### src/rtl/rx_module.sv
// rx_module -- UART receive path with 16x oversampling.
//
// Recovers characters from the asynchronous uart_rx_i line. Each symbol spans
// 16 baud_en_i ticks; bits are sampled on the 8th tick (count 7). The frame is
// start, 5..8 data bits LSB first, optional even parity, 1..4 stop bits.
//
// Ports
//   clk_i         top clock
//   rst_i         synchronous active-high reset
//   baud_en_i     oversample tick, 16 per bit period
//   rx_en_i       receiver enable
//   rx_conf_i     {data[1:0], stop[1:0], parity_en}
//   uart_rx_i     external asynchronous Rx line
//   rx_data_o     last received character, zero-extended above the data width
//   rx_done_o     one-clock pulse when a character completes
//   rx_busy_o     high from a validated start bit until completion
//   parity_err_o  parity mismatch on the last character
//   frame_err_o   a stop bit of the last character was sampled low
module rx_module #(
  parameter int MAX_UART_DATA_W    = 8,
  parameter int STOP_CONF_WIDTH    = 2,
  parameter int DATA_CONF_WIDTH    = 2,
  parameter int SAMPLE_COUNT_WIDTH = 4,
  parameter int TOTAL_CONF_WIDTH   = 5
) (
  input  logic                        clk_i,
  input  logic                        rst_i,
  input  logic                        baud_en_i,
  input  logic                        rx_en_i,
  input  logic [TOTAL_CONF_WIDTH-1:0] rx_conf_i,
  input  logic                        uart_rx_i,
  output logic [MAX_UART_DATA_W-1:0]  rx_data_o,
  output logic                        rx_done_o,
  output logic                        rx_busy_o,
  output logic                        parity_err_o,
  output logic                        frame_err_o
);

  localparam int DCNT_W = $clog2(MAX_UART_DATA_W);
  localparam logic [SAMPLE_COUNT_WIDTH-1:0] MID_CNT  = SAMPLE_COUNT_WIDTH'((1 << SAMPLE_COUNT_WIDTH) / 2 - 1);
  localparam logic [SAMPLE_COUNT_WIDTH-1:0] LAST_CNT = '1;

  typedef enum logic [2:0] {
    ST_RESET,
    ST_IDLE,
    ST_START,
    ST_DATA,
    ST_PARITY,
    ST_STOP,
    ST_DONE
  } state_t;

  state_t                        state;
  logic                          rx_meta;
  logic                          rx_s;
  logic [SAMPLE_COUNT_WIDTH-1:0] sample_cnt;
  logic [DCNT_W-1:0]             data_cnt;
  logic [DCNT_W-1:0]             data_cnt_max;
  logic [STOP_CONF_WIDTH-1:0]    stop_cnt;
  logic [STOP_CONF_WIDTH-1:0]    stop_max;
  logic                          parity_en;
  logic                          frame_flag;
  logic [MAX_UART_DATA_W-1:0]    data_buf;
  logic                          par_bit;

  logic mid_tick;
  logic last_tick;
  assign mid_tick  = (sample_cnt == MID_CNT);
  assign last_tick = (sample_cnt == LAST_CNT);

  // Unused upper data bits stay zero, so they do not disturb the parity.
  function automatic logic even_parity(input logic [MAX_UART_DATA_W-1:0] d);
    return ^d;
  endfunction

  // Control path: synchroniser, FSM, counters and registered outputs.
  always_ff @(posedge clk_i) begin
    if (rst_i) begin
      rx_meta      <= 1'b1;
      rx_s         <= 1'b1;
      state        <= ST_RESET;
      sample_cnt   <= '0;
      data_cnt     <= '0;
      data_cnt_max <= '0;
      stop_cnt     <= '0;
      stop_max     <= '0;
      parity_en    <= 1'b0;
      frame_flag   <= 1'b0;
      rx_data_o    <= '0;
      rx_done_o    <= 1'b0;
      rx_busy_o    <= 1'b0;
      parity_err_o <= 1'b0;
      frame_err_o  <= 1'b0;
    end else begin
      rx_meta   <= uart_rx_i;
      rx_s      <= rx_meta;
      rx_done_o <= 1'b0;
      if (baud_en_i) begin
        case (state)
          // Only leave Reset on an idle (high) line so a frame in flight is never joined.
          ST_RESET: if (rx_en_i && rx_s) state <= ST_IDLE;
          ST_IDLE: begin
            if (!rx_en_i) begin
              state <= ST_RESET;
            end else if (!rx_s) begin
              state        <= ST_START;
              sample_cnt   <= '0;
              data_cnt     <= '0;
              stop_cnt     <= '0;
              frame_flag   <= 1'b0;
              // Configuration is frozen for the whole frame.
              data_cnt_max <= DCNT_W'(4) + DCNT_W'(rx_conf_i[TOTAL_CONF_WIDTH-1 -: DATA_CONF_WIDTH]);
              stop_max     <= rx_conf_i[STOP_CONF_WIDTH:1];
              parity_en    <= rx_conf_i[0];
            end
          end
          ST_START: begin
            sample_cnt <= sample_cnt + 1'b1;
            if (mid_tick) begin
              if (rx_s) state <= ST_IDLE;  // glitch, not a real start bit
              else      rx_busy_o <= 1'b1;
            end else if (last_tick) begin
              state <= ST_DATA;
            end
          end
          ST_DATA: begin
            sample_cnt <= sample_cnt + 1'b1;
            if (last_tick) begin
              if (data_cnt == data_cnt_max) state <= parity_en ? ST_PARITY : ST_STOP;
              else                          data_cnt <= data_cnt + 1'b1;
            end
          end
          ST_PARITY: begin
            sample_cnt <= sample_cnt + 1'b1;
            if (last_tick) state <= ST_STOP;
          end
          ST_STOP: begin
            sample_cnt <= sample_cnt + 1'b1;
            if (mid_tick) begin
              // Finish at the middle of the last stop bit so the next start edge is caught.
              if (stop_cnt == stop_max) begin
                state        <= ST_DONE;
                rx_data_o    <= data_buf;
                parity_err_o <= parity_en & (par_bit != even_parity(data_buf));
                frame_err_o  <= frame_flag | ~rx_s;
                rx_done_o    <= 1'b1;
                rx_busy_o    <= 1'b0;
              end else if (!rx_s) begin
                frame_flag <= 1'b1;
              end
            end
            if (last_tick) stop_cnt <= stop_cnt + 1'b1;
          end
          ST_DONE: state <= rx_en_i ? ST_IDLE : ST_RESET;
          default: state <= ST_RESET;
        endcase
      end
    end
  end

  // Data path: bit capture, no reset needed since it is cleared at each start.
  always_ff @(posedge clk_i) begin
    if (baud_en_i) begin
      if (state == ST_IDLE && rx_en_i && !rx_s) begin
        data_buf <= '0;
        par_bit  <= 1'b0;
      end else if (state == ST_DATA && mid_tick) begin
        data_buf[data_cnt] <= rx_s;
      end else if (state == ST_PARITY && mid_tick) begin
        par_bit <= rx_s;
      end
    end
  end

endmodule
### config.mk
export PLATFORM = sky130hd
export DESIGN_NAME = rx_module
export DESIGN_NICKNAME = d
export VERILOG_FILES = /design/src/rtl/rx_module.sv
export SDC_FILE = /design/constraint.sdc
export NUM_CORES = 1
export LEC_CHECK = 0
export ABC_AREA = 0
export BUFFER_PORTS_ARGS = -buffer_cell sky130_fd_sc_hd__buf_4
export CELL_PAD_IN_SITES_DETAIL_PLACEMENT = 1
export CELL_PAD_IN_SITES_GLOBAL_PLACEMENT = 1
export CORE_MARGIN = 2
export CORE_UTILIZATION = 44
export DETAILED_ROUTE_END_ITERATION = 8
export GPL_TIMING_DRIVEN = 0
export PLACE_DENSITY_LB_ADDON = 0.1
export SETUP_SLACK_MARGIN = 0.2
export SYNTH_ARGS = -nofsm -noshare
export SYNTH_HDL_FRONTEND = slang
export SYNTH_SLANG_ARGS = --single-unit
### constraint.sdc
create_clock -name clk_i -period 2.87 [get_ports clk_i]
set_clock_uncertainty 0.05 [all_clocks]
set_input_delay 0.1435 -clock clk_i [delete_from_list [all_inputs] [get_ports clk_i]]
set_output_delay 0.1435 -clock clk_i [all_outputs]
set_load 0.02 [all_outputs]
# After elaboration in Yosys (flattened, before gate mapping)
# Cells that the tools add are included.
# W data, S select, Z words.
[totals] regBits=42 out_inout_bits=12 word_cells=128
[op_classes] addsub=4 n_lt_le_gt_ge=2 eq_ne=29 muxes=43 n_bitwise=6 reduce_logical=27
[op_table] operator="$mux W3" count=15
[op_table] operator="$ne A2 B2 Y1 const B" count=15
[op_table] operator="$pmux W3 S7" count=1
[op_table] operator="$mux W1" count=14
[op_table] operator="$reduce_and A4 Y1" count=3
[op_table] operator="$reduce_and A6 Y1" count=2
[op_table] operator="$reduce_bool A2 Y1" count=6
[op_table] operator="$reduce_and A10 Y1" count=1
[op_table] operator="$eq A3 B3 Y1 const B" count=3
[op_table] operator="$ne A3 B3 Y1 const B" count=3
[op_table] operator="$bwmux W8" count=1
[op_table] operator="$mux W4" count=2
[op_table] operator="$mux W8" count=1
[op_table] operator="$pmux W4 S2" count=1
[op_table] operator="$reduce_or A4 Y1" count=2
[op_table] operator="$reduce_xor A8 Y1" count=1
[op_table] operator="$reduce_and A7 Y1" count=1
[op_table] operator="$eq A3 B2 Y1 const B" count=2
[op_table] operator="$logic_and A1 B1 Y1" count=6
[op_table] operator="$mux W2" count=3
[op_table] operator="$pmux W3 S2" count=1
[op_table] operator="$reduce_and A5 Y1" count=1
[op_table] operator="$add A4 B1 Y4 const B" count=1
[op_table] operator="$eq A4 B3 Y1 const B" count=1
[op_table] operator="20 further kinds" count=24

# Longest topological paths before layout
[logic_depth] word_depth=6 depth_mapped=8

# Worst setup path before layout
# No wires, ideal clock.
[synth_timing] path_type="reg2reg" startpoint="register sample_cnt[0]" endpoint="register data_buf[0], enable pin" setup_ns=0.384 t_arrival_ns=1.577 slack_ns=0.859 stages_incl_launch_ff=6 cell_sequence="dfxtp_1 -> ha_1 -> and3b_1 -> buf_2 -> nand2_1 -> o21ai_0"
[synth_between] elab_chain_len=4
[synth_rtl] item="start: declaration" line="56" rtl="logic [SAMPLE_COUNT_WIDTH-1:0] sample_cnt;"
[synth_rtl] item="start signal: assignment" line="118" rtl="sample_cnt <= sample_cnt + 1'b1;"
[synth_rtl] item="start signal: assignment" line="127" rtl="sample_cnt <= sample_cnt + 1'b1;"
[synth_rtl] item="start signal: assignment" line="134" rtl="sample_cnt <= sample_cnt + 1'b1;"
[synth_rtl] item="$eq A4 B3 Y1" line="68" rtl="assign mid_tick = (sample_cnt == MID_CNT);"
[synth_rtl] item="$logic_and A1 B1 Y1" line="167" rtl="end else if (state == ST_DATA && mid_tick) begin"
[synth_rtl] item="$reduce_bool A2 Y1 (no line)"
[synth_rtl] item="$reduce_and A2 Y1 (no line)"
[synth_rtl] item="end signal: indexed assignment" line="168" rtl="data_buf[data_cnt] <= rx_s;"
[synth_rtl] item="end: declaration" line="63" rtl="logic [MAX_UART_DATA_W-1:0] data_buf;"
# No other way between the ends.
# A chain may end at the register's enable or synchronous reset.

# Final worst setup path
[layout_timing] startpoint="register state[2]" endpoint="register data_buf[4], enable pin"
[layout_between] elab_chain_len=5 word_cells_on_any_way=7
[layout_rtl] item="start: declaration" line="53" rtl="state_t state;"
[layout_rtl] item="start signal: assignment" line="129" rtl="if (data_cnt == data_cnt_max) state <= parity_en ? ST_PARITY : ST_STOP;"
[layout_rtl] item="start signal: assignment" line="154" rtl="ST_DONE: state <= rx_en_i ? ST_IDLE : ST_RESET;"
[layout_rtl] item="$eq A3 B1 Y1" line="164" rtl="if (state == ST_IDLE && rx_en_i && !rx_s) begin"
[layout_rtl] item="$logic_and A1 B1 Y1 (2 in series)" line="164"
[layout_rtl] item="$reduce_bool A2 Y1 (no line) (*)"
[layout_rtl] item="$reduce_and A2 Y1 (no line) (*)"
# Mark *: on every way between the ends. The rest lies on a longest branch, timed or not.

==> summary.txt <==
Min path
  • Hold_sp: rx_conf_i[3]
  • Hold Crit Endpoint: data_cnt_max[0]
  • Worst Hold Depth: 3
  • Hold Path Class: input pin to register

Logic synthesis
  • Sequential share of the synthesized area: 0.434
  • Synth Flop Type: dfxtp_1
  • Avg Cell Area, Syn: 8.89 sq um
  • Synthesized Nets: around 250
  • Post-synth EDFFs: 9
  • Leading area contributor after synthesis: dfxtp_1
  • Mapped Cells: 241
  • Top cells by area, synth: dfxtp_1, edfxtp_1, nor2_1
  • Yosys reg bits: 42
  • Async S/R FF share, synth: 0
  • Area share of the largest cell type after synthesis: 0.308
  • Synth Cell Area: 2140 sq um
  • Count of cell types in the netlist: 49
  • Synthesis Warnings: 0

Floorplanning
  • Placement Rows: 25
  • Die H: 73.8 um
  • Effective utilization at floorplan: 0.454
  • Core area: ~4700 sq um
  • Die Width: 73.8 um
  • Die ar.: 5450 sq um
  • # IOs: 22

GRT
  • GRT overflow: 0
  • Pin count of the biggest net entering global routing: 14
  • Global-route wire length before repair: 8540 um
  • Initial antenna violation count: 0
  • Total Routing Usage GR: 0.207
  • Vias in the first global route: roughly 1800

STA
  • Max frequency: 0.410 GHz
  • Hold Fails Final Rpt: 0
  • Fin Setup TNS: 0 ns
  • Worst-margin pin slew: slightly below 0.8 ns
  • Crit path setup slack, layout: 0.431 ns
  • RSZ-0062 raised after global routing: false
  • Relative slew margins: 0.482
  • Finish-stage setup viols: 0
  • Minimum clock period: 2.44 ns
  • Count of pins over their slew limit: 0
  • Tcrit/Tclk final: 0.850

Place
  • Gpl congestion: 0.816
  • Port Buf Inserts: 19
  • DP HPWL: 3760 um
  • Pre-CTS WS: 0.351 ns

Critical path
  • Startpoint Class: register
  • Reg2reg setup slack: 0.43 ns
  • Maximum net fanout on the critical path: 10
  • CP max stage delay: 0.50 ns
  • Worst path cell trace: buf_2 -> nor2b_1 -> and3_1 -> clkbuf_1 -> nand2_1 -> o21ai_1
  • Worst path required time: 2.75 ns
  • R2R Path End: data_buf[4]
  • Arrival time worst endpoint: 2.32 ns
  • Crit-path leading delay family: simple AND/OR/NAND/NOR gates
  • Critical R2R Launch: state[2]
  • R2R cell count: 6
  • CP Class: register to register
  • CP bufs+invs: 2
  • Critical path capture point type: register
  • Crit-path slowest cell: o21ai_1

Final layout
  • Diodes inserted: 0
  • Layout cells sized above 1: 0.149
  • Footprint of the multi-input gates: 1100 sq um
  • Fillers: 573
  • Area growth, synth to finish: 15.1%
  • Final Core Density: 0.522
  • Nets: 280
  • Most frequent cells in the layout: nor2_1, dfxtp_1, nand2_1, buf_4, a21oi_1
  • Reg area: 931 sq um

CTS
  • Clock latency on the worst-skew pair: 0.30 ns
  • Max Root-Sink Buffers: 2
  • Clock H-tree levels: 2
  • Clock root cell: clkbuf_8
  • CTS tree: yes
  • Total CTS buffers: 5
  • Clock transition at path regs: ~0.090 ns
  • Clk sinks: 42
  • Setup Fix Bufs, Post-CTS: 0

Detailed routing
  • DR WL/cell: 15.1 um
  • Iter 0 DRT Violations: 63
  • Post-route DRC: 0
  • Post-route ant nets: 0
  • Drt total wl: just over 5000 um
  • TritonRoute pass-1 iters: 4
  • Via/cell ratio: roughly 5.4
  • Vias: roughly 1800

Run
  • Maxcap violations: 0

Pwr
  • LEAKAGE: 0.941 nW
  • Total power: 0.00119 W
  • Pwr dens: 483 nW/um^2
  • Peak VDD IR: 0.000226 V

Status
  • Status: finished clean
worst max-delay path by stage:
stage | startpoint | to | slack [ns] | depth (start not counted)
after floorplan | sample_cnt[0] | data_buf[0] | 0.86 | 5
after global placement | state[2] | data_buf[7] | 0.34 | 6
after detailed placement | sample_cnt[0] | data_buf[3] | 0.35 | 5
after CTS | sample_cnt[0] | data_buf[5] | 0.34 | 5
after global routing | state[2] | data_buf[5] | 0.21 | 6
final | state[2] | data_buf[4] | 0.43 | 6
area by class of cell:
| type | count | share of cell area |
|---|---|---|
| clock buffer | 6 | 0.0294 |
| buffer | 16 | 0.0320 |
| timing repair buffer | 20 | 0.0619 |
| sequential | 42 | 0.377 |
| multi-input combinational | 173 | 0.444 |
| clock inverter | 2 | 0.00558 |
| tap | 67 | 0.0340 |
| inverter | 10 | 0.0152 |
registers in the layout, summed over array words and instances (netlist names), 2 cells and up:
name	flops
data_buf	8
rx_data_o	8
sample_cnt	4
data_cnt	3
data_cnt_max	3
state	3
stop_cnt	2
stop_max	2
timing repair:
| action | in CTS | in global routing |
|---|---|---|
| hold buffers | 1 | 0 |
| endpoints found under the setup margin | 0 | 8 |
| gates resized for setup | 0 | 1 |
| hold endpoints to repair | 1 | 0 |
synthesized netlist by cell type, drive strengths merged, types with 4 or more instances:
library cell and count:
inv 10, nand2b 4, mux2i 12, edfxtp 9, and3 5, xnor2 7, o22a 5, nor3 7
o21ai 8, clkbuf 10, xor2 5, nand2 21, nand3b 4, nor2 33, a21oi 20, buf 6
dfxtp 33, nand3 6
cell families after synthesis:
family	after synthesis	share of synthesized area
adders and majority gates	2	0.0117
muxes	13	0.0613
AOI/OAI and AO/OA	48	0.145
buffers and inverters	26	0.0543
xor gates and xnor gates	13	0.0630
and+or+nand+nor	97	0.230
DFF	42	0.434
metrics by stage:
stage          hold slack, ns  std cells  area (sq um)
2_1_floorplan           0.197        241          2140
3_3_place_gp            0.280        327          2370
3_5_place_dp            0.290        327          2370
4_1_cts                0.0297        336          2470
5_1_grt                0.0343        336          2470
6_report               0.0321        336          2470
layer usage:
layer | GRT usage | vias to the layer above | wire length (um)
li1 | - | 895 | -
met1 | 0.295 | 863 | 2550
met2 | 0.309 | 33 | 2240
met3 | 0.0329 | 11 | 177
met4 | 0.0848 | 0 | 101
met5 | 0 | - | 0
worst register-to-register path, delay by kind of cell (launching register included):
| family | cells | cell delay (ns) |
|---|---|---|
| flip-flops | 1 | 0.31 |
| buffers and inverters | 2 | 0.43 |
| AND/OR/NAND/NOR | 3 | 0.79 |
| AO/OA/AOI/OAI | 1 | 0.51 |
power breakdown:
| part | internal [W] | switching (W) |
|---|---|---|
| clock | 0.000172 | 0.000210 |
| sequential | 0.000615 | 0.0000144 |
| combinational | 0.0000704 | 0.000109 |
(Power assumes the default switching activity.)
